===== src/rtl/uart_rx_cfg.sv =====
// uart_rx_cfg: parametrised UART receiver with runtime baud divisor, a
// 2-flop input synchroniser, optional parity, 1 or 2 stop bits, per-word
// parity/framing flags and a small output FIFO with a valid/ready handshake.
//
// Ports:
//   clock       system clock, rising edge
//   reset       synchronous active-high reset
//   in          asynchronous serial line, idle high
//   baud_div    clocks per bit, latched at frame start, clamped to >= 4
//   out         FIFO head word, LSB = first data bit received
//   out_valid   FIFO non-empty
//   out_ready   consumer accepts the head word when out_valid & out_ready
//   parity_err  head word parity mismatch flag
//   frame_err   head word flag: a stop bit was sampled low
//   overrun     one-cycle pulse when a completed word is dropped (FIFO full)
module uart_rx_cfg #(
  parameter int unsigned DATA_BITS  = 8,
  parameter int unsigned PARITY     = 0,
  parameter int unsigned STOP_BITS  = 1,
  parameter int unsigned FIFO_DEPTH = 4
) (
  input  logic                 clock,
  input  logic                 reset,
  input  logic                 in,
  input  logic [15:0]          baud_div,
  output logic [DATA_BITS-1:0] out,
  output logic                 out_valid,
  input  logic                 out_ready,
  output logic                 parity_err,
  output logic                 frame_err,
  output logic                 overrun
);

  localparam int unsigned CNT_W  = 16;
  localparam int unsigned BIT_W  = 4;
  localparam int unsigned PTR_W  = (FIFO_DEPTH > 1) ? $clog2(FIFO_DEPTH) : 1;
  localparam int unsigned OCC_W  = PTR_W + 1;
  localparam int unsigned WORD_W = DATA_BITS + 2;

  localparam logic [CNT_W-1:0] MIN_DIV    = CNT_W'(4);
  localparam logic [BIT_W-1:0] LAST_BIT   = BIT_W'(DATA_BITS - 1);
  localparam logic [OCC_W-1:0] FULL_OCC   = OCC_W'(FIFO_DEPTH);
  localparam logic             ODD_PARITY = 1'(PARITY == 2);

  typedef enum logic [2:0] {
    S_IDLE,
    S_START,
    S_DATA,
    S_PARITY,
    S_STOP,
    S_STOP2
  } state_t;

  state_t state, state_next;

  logic [1:0]           sync_q;
  logic                 sync;
  logic                 armed;
  logic [CNT_W-1:0]     div;
  logic [CNT_W-1:0]     half;
  logic [CNT_W-1:0]     cnt;
  logic [BIT_W-1:0]     bit_cnt;
  logic [DATA_BITS-1:0] shreg;
  logic                 par_q;
  logic                 stop_low;
  logic                 hit_half;
  logic                 hit_full;
  logic                 frame_bad;

  logic start_frame, shift_en, par_en, stop_en, frame_done;

  assign sync      = sync_q[1];
  assign half      = div >> 1;
  assign hit_half  = (cnt == half - CNT_W'(1));
  assign hit_full  = (cnt == div - CNT_W'(1));
  // Framing flag for the word being completed, including the current stop sample.
  assign frame_bad = stop_low | ~sync;

  // Input synchroniser; resets to the idle-high line level.
  always_ff @(posedge clock) begin
    if (reset) sync_q <= 2'b11;
    else       sync_q <= {sync_q[0], in};
  end

  // Start gate: a bad frame disarms until the line has been seen high again.
  always_ff @(posedge clock) begin
    if (reset)                        armed <= 1'b0;
    else if (frame_done && frame_bad) armed <= 1'b0;
    else if (sync)                    armed <= 1'b1;
  end

  // FSM state register.
  always_ff @(posedge clock) begin
    if (reset) state <= S_IDLE;
    else       state <= state_next;
  end

  // FSM next-state and datapath strobes.
  always_comb begin
    state_next  = state;
    start_frame = 1'b0;
    shift_en    = 1'b0;
    par_en      = 1'b0;
    stop_en     = 1'b0;
    frame_done  = 1'b0;
    case (state)
      S_IDLE: begin
        if (armed && !sync) begin
          state_next  = S_START;
          start_frame = 1'b1;
        end
      end
      S_START: begin
        // A line that is high again at mid-start-bit was a glitch.
        if (hit_half) state_next = sync ? S_IDLE : S_DATA;
      end
      S_DATA: begin
        if (hit_full) begin
          shift_en = 1'b1;
          if (bit_cnt == LAST_BIT) state_next = (PARITY != 0) ? S_PARITY : S_STOP;
        end
      end
      S_PARITY: begin
        if (hit_full) begin
          par_en     = 1'b1;
          state_next = S_STOP;
        end
      end
      S_STOP: begin
        if (hit_full) begin
          stop_en = 1'b1;
          if (STOP_BITS == 2) begin
            state_next = S_STOP2;
          end else begin
            frame_done = 1'b1;
            state_next = S_IDLE;
          end
        end
      end
      S_STOP2: begin
        if (hit_full) begin
          stop_en    = 1'b1;
          frame_done = 1'b1;
          state_next = S_IDLE;
        end
      end
      default: state_next = S_IDLE;
    endcase
  end

  // Bit timing, divisor latch, shift register and per-frame flags.
  always_ff @(posedge clock) begin
    if (reset) begin
      cnt      <= '0;
      div      <= MIN_DIV;
      bit_cnt  <= '0;
      shreg    <= '0;
      par_q    <= 1'b0;
      stop_low <= 1'b0;
    end else begin
      // Counter restarts on every state entry and after each data sample.
      if (state == S_IDLE || state_next != state || shift_en) cnt <= '0;
      else                                                    cnt <= cnt + CNT_W'(1);
      if (start_frame) begin
        div      <= (baud_div < MIN_DIV) ? MIN_DIV : baud_div;
        bit_cnt  <= '0;
        par_q    <= 1'b0;
        stop_low <= 1'b0;
      end
      if (shift_en) begin
        shreg   <= {sync, shreg[DATA_BITS-1:1]};
        bit_cnt <= bit_cnt + BIT_W'(1);
      end
      if (par_en)             par_q    <= ((^shreg) ^ sync) != ODD_PARITY;
      if (stop_en && !sync)   stop_low <= 1'b1;
    end
  end

  // Output FIFO.
  logic [WORD_W-1:0] mem [FIFO_DEPTH];
  logic [WORD_W-1:0] push_word;
  logic [WORD_W-1:0] head_next;
  logic [PTR_W-1:0]  wr_ptr, rd_ptr, rd_next;
  logic [OCC_W-1:0]  occ, occ_after_pop, occ_next;
  logic              pop, full, push_ok, drop;

  assign push_word     = {shreg, par_q, frame_bad};
  assign pop           = out_valid & out_ready;
  assign full          = (occ == FULL_OCC);
  // A pop in the same cycle frees the slot, so a full FIFO still accepts.
  assign push_ok       = frame_done & (~full | pop);
  assign drop          = frame_done & full & ~pop;
  assign occ_after_pop = occ - OCC_W'(pop);
  assign occ_next      = occ_after_pop + OCC_W'(push_ok);
  assign rd_next       = rd_ptr + PTR_W'(pop);
  // The incoming word becomes the head only if nothing older remains.
  assign head_next     = (push_ok && occ_after_pop == '0) ? push_word : mem[rd_next];

  always_ff @(posedge clock) begin
    if (push_ok) mem[wr_ptr] <= push_word;
  end

  // FIFO pointers and registered head/flags; head holds its value when empty.
  always_ff @(posedge clock) begin
    if (reset) begin
      wr_ptr     <= '0;
      rd_ptr     <= '0;
      occ        <= '0;
      out        <= '0;
      parity_err <= 1'b0;
      frame_err  <= 1'b0;
      out_valid  <= 1'b0;
      overrun    <= 1'b0;
    end else begin
      if (push_ok) wr_ptr <= wr_ptr + PTR_W'(1);
      rd_ptr    <= rd_next;
      occ       <= occ_next;
      out_valid <= (occ_next != '0);
      overrun   <= drop;
      if (occ_next != '0) {out, parity_err, frame_err} <= head_next;
    end
  end

endmodule


===== config.mk =====
export PLATFORM = sky130hd
export DESIGN_NAME = uart_rx_cfg
export DESIGN_NICKNAME = d
export VERILOG_FILES = /design/src/rtl/uart_rx_cfg.sv
export SDC_FILE = /design/constraint.sdc
export NUM_CORES = 1
export LEC_CHECK = 0
export CORE_MARGIN = 2
export CORE_UTILIZATION = 55
export CTS_CLUSTER_DIAMETER = 30
export DETAILED_ROUTE_END_ITERATION = 16
export GPL_ROUTABILITY_DRIVEN = 0
export PLACE_DENSITY = 0.74
export SLEW_MARGIN = 20
export SYNTH_ARGS = -nofsm -noshare
export SYNTH_HDL_FRONTEND = slang
export SYNTH_SLANG_ARGS = --single-unit

===== constraint.sdc =====
create_clock -name clock -period 6.21 [get_ports clock]
set_input_delay 0.9315 -clock clock [delete_from_list [all_inputs] [get_ports clock]]
set_output_delay 0.9315 -clock clock [all_outputs]
set_load 0.03 [all_outputs]

==> results.py, run 1 <==
metrics = {
    "final_layout": {
        "area_delta_synth_final_pct": 8.930,
        "stdcell_count": 711,
        "drive_gt1_frac": 0.08348,
        "final.fill_count": 861,
        "diodes": 0,
        "layout.nets": 603,
    },
    "floorplanning": {
        "start_util": 0.5601,
        "ioPinCount": 32,
        "core_area_um2": 10230,
        "die-area_um2": 11250,
        "num_rows": 37,
        "die_y_um": 106.1,
        "die_width_um": 106.1,
    },
    "cts": {
        "cts_resized": 0,
        "path_clk_slew_ns": 0.10,
        "cts-hold-fix-buffers": 0,
        "cts_setup_buffers": 0,
        "clockRootBuffer": "clkbuf_8",
        "cts_made_buffers": 9,
        "clk_latency_ns": 0.38,
        "clkSinkCount": 111,
        "cts_tree": "done",
        "cts_max_path_buffers": 2,
        "htree_levels": 3,
    },
    "route": {
        "via_count": 4224,
        "routedWlPerCell_um": 17.03,
        "vias_per_cell": 5.941,
        "drt-total-wl_um": 12110,
        "drc": 0,
        "first_pass_iters": 6,
        "drt_iter0_drc": 274,
        "drtAntennaViolNets": 0,
    },
    "yosys": {
        "synth_common_cells": "dfxtp_1 (71), nand2_1 (70), edfxtp_1 (40), xnor2_1 (35), a21oi_1 (29)",
        "syn_inst": 564,
        "synthTopCellsByArea": "dfxtp_1 (25%), edfxtp_1 (21%), xnor2_1 (5.3%)",
        "synth.distinct_cells": 65,
        "synth_top_area_share": 0.2480,
        "synthArstFlopShare": 0,
        "ys.flop_type": "dfxtp_1",
        "yosysMostFrequentCell": "dfxtp_1",
        "synth_largest_area_cell": "dfxtp_1",
        "yosysWarnings": 0,
        "synth-seq-cells": 111,
        "ys_seq_area_frac": 0.4576,
        "syn-cell-area_um2": 5730,
        "syn-mean-instance-area_um2": 10.16,
        "syn-num-nets": 597,
        "synth-edff-count": 40,
    },
    "pwr": {
        "leakagePower_nw": 2.225,
        "p_int_mw": 1.125,
        "power.net_switching_mw": 0.4812,
        "p_comb_frac": 0.238,
        "power_density_nw_per_um2": 257.2,
        "clock_power_share": 0.251,
        "share_seq_of_total_power": 0.511,
        "ir_drop_uv": 178.9,
        "swShare": 0.2997,
    },
    "critical_path": {
        "critPathKind": "reg2reg",
        "startpoint_type": "flop",
        "crit_buf_inv": 1,
        "worst_ep_arrival_time_ns": 4.34,
        "slowest_delay_ns": 0.65,
        "crit_required_ns": 6.46,
        "path_cells": "inv_1, ha_1, or4b_4, or3_4, a2111oi_4, o211a_4, and3_1, ha_1, ha_1, o31ai_2, o21ai_1",
        "worst_setup_path_end_kind": "flop",
        "cpMaxStageDelayCell": "o31ai_2",
        "path_common_cell": "ha_1",
        "crit_family": "compound AO/OA/AOI/OAI gates",
        "cp_max_fo": 11,
    },
    "sta": {
        "worstMarginPinSlew_ns": 1.039,
        "setup_violations": 0,
        "rsz0062_at_grt": "no",
        "slew_violations": 0,
        "slew_headroom": 0.3050,
        "fmaxAchievable_mhz": 244.7,
        "fin_crit_ns": 4.087,
        "skew_ns": 0.01291,
        "timing.final.crit_share": 0.6581,
        "final-hold-violation-count": 0,
        "finalSetupTns_ns": 0,
    },
    "global_routing": {
        "track_usage": 0.2249,
        "antenna_found_initial": 0,
        "grt_pass1_vias": 3936,
        "grt_max_degree": 60,
        "grt_pass1_wl_um": 19800,
        "overflow": 0,
    },
    "placement": {
        "dpl.cell_count": 695,
        "dp_hpwl_um": 8644,
        "io_buffers": 31,
    },
    "hold_path": {
        "hold_path_class": "reg2reg",
    },
    "status": {
        "status": "completed",
    },
    "run": {
        "drv_cap": 0,
    },
}
metal layers:
layer,up-vias,part of all wire,GRT usage
li1,2052,-,-
met2,131,0.44,0.3286
met5,-,0,0
met3,12,0.056,0.02575
met1,2029,0.49,0.3426
met4,0,0.013,0.08553
sequential cells by signal (all words and copies together) (netlist names), 3 cells and up:
register,cells
state,3
div,16
cnt,16
occ,3
mem,40
out,8
bit_cnt,4
shreg,8
path summary, 6_finish.rpt:
check / cells after the start / startpoint / slack, ns / endpoint
worst min register to register: 1 / sync_q[0]$_SDFF_PP1_ / 0.42 / sync_q[1]$_SDFF_PP1_
worst max-delay path: 11 / div[1]$_SDFFE_PP0P_ / 2.12 / out[3]$_SDFFE_PP0P_
worst max register to register: 11 / div[1]$_SDFFE_PP0P_ / 2.12 / out[3]$_SDFFE_PP0P_
worst min-delay path: 1 / sync_q[0]$_SDFF_PP1_ / 0.42 / sync_q[1]$_SDFF_PP1_
cells by family after synthesis:
group / Yosys count / synth area share
compound gates: 109 / 0.1354
xor+xnor: 60 / 0.09410
fa+ha+maj: 13 / 0.02838
buf+inv: 58 / 0.04323
flops: 111 / 0.4576
mux: 22 / 0.06026
simple gates: 191 / 0.1810
stage by stage:
step	utilization	hold slack [ns]	power (mW)	setup slack, ns	cell area, µm²
after floorplan	-	0.3895	1.086	2.238	5731
after global placement	0.5921	0.3909	1.208	1.890	6058
after detailed placement	0.5921	0.4009	1.219	1.804	6058
after CTS	0.6096	0.4254	1.615	1.798	6237
after global routing	0.6101	0.4413	1.678	1.748	6242
final	0.6101	0.4219	1.606	2.124	6242
power groups by stage:
stage                     registers, mW  clock network [mW]  logic [mW]
after floorplan                   0.899                   0       0.187
after global placement            0.834                   0       0.373
after global routing              0.828               0.438       0.412
final                             0.821               0.403       0.382
after CTS                         0.822               0.412       0.382
after detailed placement          0.838                   0       0.380
layout make-up:
cell class / count / area [µm²] / area share
well taps: 136 / 170.2 / 0.02726
clock buffers: 10 / 137.6 / 0.02205
inverters: 19 / 71.32 / 0.01143
flip-flops and latches: 111 / 2623 / 0.4201
multi-input cells: 395 / 2872 / 0.4600
clock inverters: 6 / 41.29 / 0.006615
repair buffers: 34 / 327.8 / 0.05252
placed cells by master (no fill, tap or decap), types with 3 or more instances in the layout:
cell / netlist / layout
a211oi_1: 19 / 19
a21oi_1: 29 / 29
a22oi_1: 5 / 5
a31oi_1: 10 / 10
a41oi_1: 3 / 3
and2_1: 9 / 9
and3_1: 8 / 8
and4_1: 7 / 7
buf_4: 4 / 3
clkbuf_8: 0 / 10
clkdlybuf4s50_1: 0 / 30
dfxtp_1: 71 / 71
edfxtp_1: 40 / 40
ha_1: 13 / 13
inv_1: 19 / 19
mux2i_1: 12 / 12
mux4_2: 10 / 10
nand2_1: 70 / 70
nand2b_1: 4 / 4
nand3_1: 14 / 14
nand4_1: 6 / 6
nor2_1: 21 / 21
nor2b_1: 10 / 10
nor3_1: 8 / 8
nor4_1: 7 / 7
o211ai_1: 4 / 4
o21ai_0: 4 / 4
o21ai_1: 10 / 10
o31ai_1: 4 / 3
or2_2: 3 / 3
or3_1: 5 / 5
or4_1: 3 / 3
xnor2_1: 35 / 35
xor2_1: 24 / 24
(Power assumes the default switching activity.)
==> run 2, diff against run 1 <==
==> constraint.sdc (replaced) <==
create_clock -name clock -period 3.9 [get_ports clock]
set_input_delay 0.585 -clock clock [delete_from_list [all_inputs] [get_ports clock]]
set_output_delay 0.585 -clock clock [all_outputs]
set_load 0.03 [all_outputs]
==> run 2 against run 1 <==
  * Global-route usage grew 0.84 points
  * Critical path depth grew 2
  * Clock power grew 62%
  * First-iteration DRC count grew 42%
  * Cell count grew 0.98%
  * Sequential share of layout area shrank 0.40 points
  * Design area grew 0.96%
  * Via count grew 0.80%
  * Clock skew shrank 0.0059 ns
  * Largest power group unchanged
  * Sequential cell count is the same
  * Combinational power grew 64%
==> results.py, run 2 (same netlist as run 1, synthesis figures left out) <==
metrics = {
    "critical_path": {
        "slowest_delay_ns": 0.51,
        "crit_required_ns": 4.21,
        "worst_ep_arrival_time_ns": 3.81,
        "path_cells": "inv_1, ha_1, or4b_4, or3_4, a2111oi_4, o211a_4, and3_1, ha_1, ha_1, nor4_2, buf_4, nand2_1, o21ai_1",
        "worst_setup_path_end_kind": "flop",
        "path_common_cell": "ha_1",
        "cp_max_fo": 10,
        "timing.rr.start": "div[1]$_SDFFE_PP0P_",
        "critPathKind": "reg2reg",
        "rr_worst_depth": 13,
        "cpMaxStageDelayCell": "or4b_4",
        "cp-startpoint": "div[1]$_SDFFE_PP0P_",
        "startpoint_type": "flop",
    },
    "route": {
        "via_count": 4258,
        "drc": 0,
        "drt-total-wl_um": 12620,
        "drt_iter0_drc": 390,
        "first_pass_iters": 4,
        "routedWlPerCell_um": 17.58,
        "drtAntennaViolNets": 0,
        "vias_per_cell": 5.930,
    },
    "global_routing": {
        "antenna_found_initial": 0,
        "grt_max_degree": 39,
        "grt_pass1_vias": 4037,
        "track_usage": 0.2333,
        "grt_pass1_wl_um": 20330,
        "overflow": 0,
    },
    "floorplanning": {
        "die_width_um": 106.1,
        "start_util": 0.5601,
        "ioPinCount": 32,
        "die_y_um": 106.1,
        "num_rows": 37,
        "die-area_um2": 11250,
        "core_area_um2": 10230,
    },
    "final_layout": {
        "area_delta_synth_final_pct": 9.978,
        "final_common_cell": "dfxtp_1",
        "drive_gt1_frac": 0.09794,
        "top_register": "mem",
        "largest_reg_flops": 40,
        "diodes": 0,
        "reg_top3": "mem (40), cnt (16), div (16)",
        "layout.nets": 610,
        "mostFrequentLayoutCells": "dfxtp_1 (71), nand2_1 (70), edfxtp_1 (40)",
    },
    "cts": {
        "path_clk_slew_ns": 0.10,
        "htree_levels": 3,
        "cts_setup_buffers": 0,
        "cts_tree": "done",
        "cts_max_path_buffers": 2,
        "clkSinkCount": 111,
        "clockRootBuffer": "clkbuf_8",
        "cts-hold-fix-buffers": 0,
        "clk_latency_ns": 0.38,
        "cts_made_buffers": 9,
    },
    "placement": {
        "pre_cts_slack_ns": 0.2688,
        "dp_hpwl_um": 9038,
        "io_buffers": 31,
    },
    "sta": {
        "final-hold-violation-count": 0,
        "slew_headroom": 0.5239,
        "skew_ns": 0.006962,
        "worstMarginPinSlew_ns": 0.7142,
        "rsz0062_at_grt": "no",
        "fin_crit_ns": 3.499,
        "finalSetupTns_ns": 0,
        "timing.final.crit_share": 0.8971,
        "setup_violations": 0,
        "fin_ws_ns": 0.4013,
        "fmaxAchievable_mhz": 285.8,
        "slew_violations": 0,
    },
    "pwr": {
        "ir_drop_uv": 354.9,
        "leakagePower_nw": 2.263,
        "power_density_nw_per_um2": 410.6,
    },
    "hold_path": {
        "hold_path_class": "reg2reg",
        "hold_start": "sync_q[0]$_SDFF_PP1_",
        "hold_depth": 1,
    },
    "run": {
        "drv_cap": 0,
    },
    "status": {
        "status": "completed",
    },
}
[run 2: path summary, 6_finish.rpt]
check                                             to  slack [ns]
worst min-delay path            sync_q[1]$_SDFF_PP1_        0.43
worst min register to register  sync_q[1]$_SDFF_PP1_        0.43
worst max register to register   out[5]$_SDFFE_PP0P_        0.40
worst max-delay path             out[5]$_SDFFE_PP0P_        0.40
[run 2: report_power, final]
group	internal, mW	switching [mW]
Sequential	1.26	0.0466
Clock	0.245	0.409
Combinational	0.282	0.343
[run 2: layout make-up]
| type | count | area (µm²) |
|---|---|---|
| fill | 855 | 3929 |
| multi-input combinational | 395 | 2879 |
| sequential | 111 | 2623 |
| timing repair buffer | 41 | 380.4 |
| tap | 136 | 170.2 |
| clock buffer | 10 | 127.6 |
| inverter | 19 | 71.32 |
| clock inverter | 6 | 51.30 |
[run 2: routing by layer]
metal	global-route usage	share of wire
met1	0.3392	0.49
met2	0.3415	0.43
met3	0.04966	0.066
met4	0.09023	0.015
met5	0	0
[run 2: through the flow]
| step | cell area [µm²] | util | instances | hold slack (ns) | total power [mW] |
|---|---|---|---|---|---|
| 2_1_floorplan | 5737 | - | 564 | 0.3895 | 1.735 |
| 3_3_place_gp | 6117 | 0.5979 | 702 | 0.3919 | 1.945 |
| 5_1_grt | 6302 | 0.6160 | 718 | 0.4600 | 2.695 |
| 3_5_place_dp | 6117 | 0.5979 | 702 | 0.3994 | 1.964 |
| 6_report | 6302 | 0.6160 | 718 | 0.4265 | 2.588 |
| 4_1_cts | 6296 | 0.6154 | 718 | 0.4266 | 2.604 |
[run 2: timing repair]
item | 4_1_cts | 5_1_grt
gates resized for setup | 0 | 1
setup endpoints to repair | 0 | 11
hold endpoints to repair | 0 | 0
[run 2: critical path, delay by kind of cell (launching register included)]
kind | cells | cell delay [ns]
buf+inv | 2 | 0.39
compound gates | 3 | 0.67
flops | 1 | 0.35
fa+ha+maj | 3 | 0.61
simple gates | 5 | 1.39
